$ cat config.mk
export PLATFORM = sky130hd
export DESIGN_NAME = tile_row_packer
export DESIGN_NICKNAME = d
export VERILOG_FILES = /design/src/rtl/tile_row_packer.sv
export SDC_FILE = /design/constraint.sdc
export NUM_CORES = 1
export LEC_CHECK = 0
export ABC_AREA = 0
export BUFFER_PORTS_ARGS = -buffer_cell sky130_fd_sc_hd__buf_2
export CORE_UTILIZATION = 52
export DETAILED_ROUTE_END_ITERATION = 10
export GPL_TIMING_DRIVEN = 0
export PLACE_DENSITY = 0.79
export SYNTH_ARGS = -nofsm -noshare
export SYNTH_HDL_FRONTEND = slang
export SYNTH_SLANG_ARGS = --single-unit
$ cat constraint.sdc
create_clock -name i_clk -period 2.75 [get_ports i_clk]
set_input_delay 0.1375 -clock i_clk [delete_from_list [all_inputs] [get_ports i_clk]]
set_output_delay 0.1375 -clock i_clk [all_outputs]
set_load 0.005 [all_outputs]
$ cat src/rtl/tile_row_packer.sv
// Packs a stream of buffer words into LANES-wide rows, flushing a partial
// final row when the tile reader signals read-done.
module tile_row_packer #(
  parameter int DATA_WIDTH = 8,
  parameter int ADDR_WIDTH = 8,
  parameter int LANES      = 4
) (
  input  logic                          i_clk,
  input  logic                          i_nrst,
  input  logic                          i_reg_clear,
  input  logic                          i_valid,
  input  logic [DATA_WIDTH-1:0]         i_data,
  input  logic [ADDR_WIDTH-1:0]         i_data_addr,
  input  logic                          i_last,
  output logic                          o_ready,
  output logic                          o_row_valid,
  input  logic                          i_row_ready,
  output logic [LANES*DATA_WIDTH-1:0]   o_row_data,
  output logic [LANES-1:0]              o_row_mask,
  output logic [ADDR_WIDTH-1:0]         o_row_base_addr,
  output logic                          o_row_last,
  output logic                          o_done,
  output logic                          o_overflow
);

  localparam int CNT_W = $clog2(LANES);
  localparam logic [CNT_W-1:0] LAST_LANE = CNT_W'(LANES - 1);

  typedef enum logic {FILL = 1'b0, HOLD = 1'b1} state_t;

  state_t                     state, state_nxt;
  logic [CNT_W-1:0]           lane_cnt;
  logic                       last_pend;
  logic [LANES*DATA_WIDTH-1:0] row_data;
  logic [LANES-1:0]           row_mask;
  logic [ADDR_WIDTH-1:0]      base_addr;
  logic                       row_last;
  logic                       done;
  logic                       overflow;

  logic word_wr, row_full, eff_last, to_hold, empty_done, accept;

  // A read-done seen while holding a row is replayed on the first FILL cycle.
  always_comb begin
    state_nxt  = state;
    word_wr    = 1'b0;
    row_full   = 1'b0;
    eff_last   = 1'b0;
    to_hold    = 1'b0;
    empty_done = 1'b0;
    accept     = 1'b0;
    if (state == FILL) begin
      word_wr    = i_valid;
      row_full   = i_valid && (lane_cnt == LAST_LANE);
      eff_last   = i_last || last_pend;
      to_hold    = row_full || (eff_last && (i_valid || lane_cnt != '0));
      empty_done = eff_last && !i_valid && (lane_cnt == '0);
      if (to_hold) state_nxt = HOLD;
    end else begin
      accept = i_row_ready;
      if (accept) state_nxt = FILL;
    end
  end

  // NOTE: the synchronous clear shares the reset branch so both paths leave
  // every register in exactly the same state.
  always_ff @(posedge i_clk or negedge i_nrst) begin
    if (!i_nrst) begin
      state <= FILL;
    end else if (i_reg_clear) begin
      state <= FILL;
    end else begin
      state <= state_nxt;
    end
  end

  // NOTE: the row buffer drives outputs directly, so it is reset like any
  // other register rather than left as uninitialised storage.
  always_ff @(posedge i_clk or negedge i_nrst) begin
    if (!i_nrst) begin
      lane_cnt  <= '0;
      last_pend <= 1'b0;
      row_data  <= '0;
      row_mask  <= '0;
      base_addr <= '0;
      row_last  <= 1'b0;
      done      <= 1'b0;
      overflow  <= 1'b0;
    end else if (i_reg_clear) begin
      lane_cnt  <= '0;
      last_pend <= 1'b0;
      row_data  <= '0;
      row_mask  <= '0;
      base_addr <= '0;
      row_last  <= 1'b0;
      done      <= 1'b0;
      overflow  <= 1'b0;
    end else begin
      done <= 1'b0;
      if (state == FILL) begin
        last_pend <= 1'b0;
        if (word_wr) begin
          row_data[lane_cnt*DATA_WIDTH +: DATA_WIDTH] <= i_data;
          row_mask[lane_cnt] <= 1'b1;
          if (lane_cnt == '0) base_addr <= i_data_addr;
          lane_cnt <= row_full ? '0 : lane_cnt + 1'b1;
        end
        if (to_hold) begin
          lane_cnt <= '0;
          row_last <= eff_last;
        end
        if (empty_done) done <= 1'b1;
      end else begin
        if (i_valid) overflow <= 1'b1;
        if (i_last) last_pend <= 1'b1;
        if (accept) begin
          row_data <= '0;
          row_mask <= '0;
          row_last <= 1'b0;
          done     <= row_last;
        end
      end
    end
  end

  assign o_ready         = (state == FILL);
  assign o_row_valid     = (state == HOLD);
  assign o_row_data      = row_data;
  assign o_row_mask      = row_mask;
  assign o_row_base_addr = base_addr;
  assign o_row_last      = row_last;
  assign o_done          = done;
  assign o_overflow      = overflow;

endmodule

==> metrics.txt <==
fillers 420; setup tns final 0 ns; DR vias 2059; R2R cell count 7; Routed WL 5730 um; remaining global-route overflow 0; DRT iter0 DRCs 170; total track usage 0.234; Post-Syn Instances 240; Layout area overhead 20.5%; die area 5200 sq um; placer congestion estimate 0.759; largest net degree at the start of global routing 52; Max Root-Sink Buffers 2; # port buffers 68; Post-Route Skew 0.00437 ns; reg-to-reg setup timing slack 0.47 ns; slew at the pin closest to its max-slew limit 1.11 ns; starting density of the core 0.541; Pwr Total 1.60 mW; Setup CP Type reg -> reg; final setup fails 0; Die X 72.1 um; DRT antenna net count 0; post-synthesis register bit count 51; RR Startpoint lane_cnt[0]; row count 25; CP Cell Sequence inv_1, ha_1, buf_2, or3_1, clkbuf_1, nor3_1, mux2_2; first-pass GRT wire length 9430 um; met3 Track Usage GR 0.0458; Final Critical Period 2.28 ns; endpoint type of the worst setup path flip-flop; sequential share of the synthesized area 0.499; Setup crit start kind flip-flop; CP Max Fanout 10; average size of a mapped cell 10.7 sq um; Area after DPL 2980 sq um; Post-synth EDFFs 0; period utilisation layout 0.830; Cell variety after synth 36; vias in the first global route 1927; core area 4720 sq um; DP HPWL 4010 um; postcts setup bufs 0; total CTS buffers 5; ant diodes 0; unrepaired setup endpoints after global routing false; layout cell share with drive strength beyond 1 0.348; # DRC 0; Power Density 520 nW/um^2; Required @ worst endpoint 3.00 ns; static leakage 1.62 nW; Reg2Reg Capture Point o_row_data[20]; Worst Hold Class in -> async; final hold vios 0; Synth top area share 0.499; slowest stage cell, crit path dfrtp_1; initial antenna violation count 0; Core Util, Final 0.652; H-Tree Depth 2; Vias/cell 5.38; top cells by area, synth dfrtp_1 50%, mux2_2 7.5%, ha_1 3.9%, mux2i_1 3.1%, a21oi_1 2.7%; GR peak layer met2; Root Driver clkbuf_8; Pre-antenna DRT Iters 8; count of yosys warnings during synthesis 0; clk sinks 51; TritonCTS clock tree yes; dominant cell type by area after synthesis dfrtp_1; Syn Nets 270; Die Span Y 72.1 um; # IOs 71; status finished clean; ys async rst share 1.00; Clock transition at path regs 0.09 ns; number of max-cap violations 0; Max stage delay on crit path 0.61 ns; fmax 0.438 GHz; Wirelength per Cell 15.0 um; final slew viol count 0; clock latency on the worst-skew pair 0.30 ns; met2 usage 0.381; Final Instance Area 3080 sq um; Final Net Count 345; Peak VDD IR 293 uV; met1 Track Usage GR 0.313; Post-CTS Hold Fix Bufs 0; Synth Flop Type dfrtp_1; slew margin rel. 0.257; CTS resizes 0; post-synthesis cell area 2560 sq um; CP arrival 2.53 ns
metal layers:
metal | share of wire | up-vias
met2 | 0.49 | 58
li1 | - | 992
met4 | 0.014 | 0
met1 | 0.45 | 1000
met3 | 0.045 | 9
met5 | 0 | -
cell families after synthesis:
group | after synthesis | share of synthesized area
AND/OR/NAND/NOR | 85 | 0.190
XOR/XNOR | 1 | 0.00343
AO/OA/AOI/OAI | 37 | 0.103
adder cells (fa/ha/maj) | 8 | 0.0391
buffers and inverters | 33 | 0.0592
flip-flops | 51 | 0.499
multiplexers | 25 | 0.106
worst max-delay path: cells and delay by family (launching register included):
family        cells  cell delay (ns)
mux               1             0.18
flops             1             0.61
buf+inv           3             0.56
simple gates      2             0.59
fa+ha+maj         1             0.28
final cells by class:
cell class	instances	area (sq um)	share of cell area
timing repair buffer	68	340	0.110
tap	67	83.8	0.0272
clock buffer	8	100	0.0325
inverter	15	56.3	0.0183
sequential	51	1280	0.414
multi-input combinational	156	1130	0.367
buffer	18	95.1	0.0309
state kept, by name (all words and copies together), names as in the netlist:
name	cells
lane_cnt	2
last_pend	1
o_done	1
o_overflow	1
o_row_base_addr	8
o_row_data	32
o_row_last	1
o_row_mask	4
o_row_valid	1
Yosys cell counts (2+ instances only):
library cell  instances
dfrtp_1              51
mux2_2               17
nand2_1              17
inv_1                15
a21oi_1              14
buf_2                10
nand3_1              10
or3_1                10
nor3_1                9
and3_1                8
ha_1                  8
mux2i_1               8
nand4_1               8
a32o_1                7
nor2_1                7
nor2b_1               5
o22ai_1               5
a21o_1                4
clkbuf_1              4
nand2b_1              4
buf_4                 2
nor4b_4               2
o21ai_0               2
worst max path at each step:
stage,start,endpoint,slack [ns],cells after the start
global route,lane_cnt[0],o_row_data[23],0.27,7
detailed placement,lane_cnt[0],o_row_data[18],0.52,7
global placement,lane_cnt[0],o_row_data[16],0.55,7
floorplan,lane_cnt[0],o_row_data[23],0.79,7
finish,lane_cnt[0],o_row_data[20],0.47,7
CTS,lane_cnt[0],o_row_data[16],0.49,7
layout by cell type, fill, tap and decap left out, types with 9 or more instances in the layout:
master   synthesis  routed
buf_2           10      78
mux2_2          17      17
nand2_1         17      17
a21oi_1         14      14
nand3_1         10      10
or3_1           10      10
dfrtp_1         51      51
nor3_1           9       9
inv_1           15      15
stage by stage:
stage | worst slack (ns) | cells | hold WS [ns]
5_1_grt | 0.271 | 383 | 0.0917
3_5_place_dp | 0.518 | 375 | 0.406
4_1_cts | 0.494 | 383 | 0.0810
2_1_floorplan | 0.791 | 240 | -0.158
3_3_place_gp | 0.554 | 375 | 0.403
6_report | 0.467 | 383 | 0.0451
power breakdown:
| group | switching [mW] | total, mW | internal (mW) |
|---|---|---|---|
| clock network | 0.235 | 0.465 | 0.230 |
| registers | 0.0355 | 0.823 | 0.788 |
| logic | 0.181 | 0.315 | 0.134 |
Power figures use the tool's default switching activity.
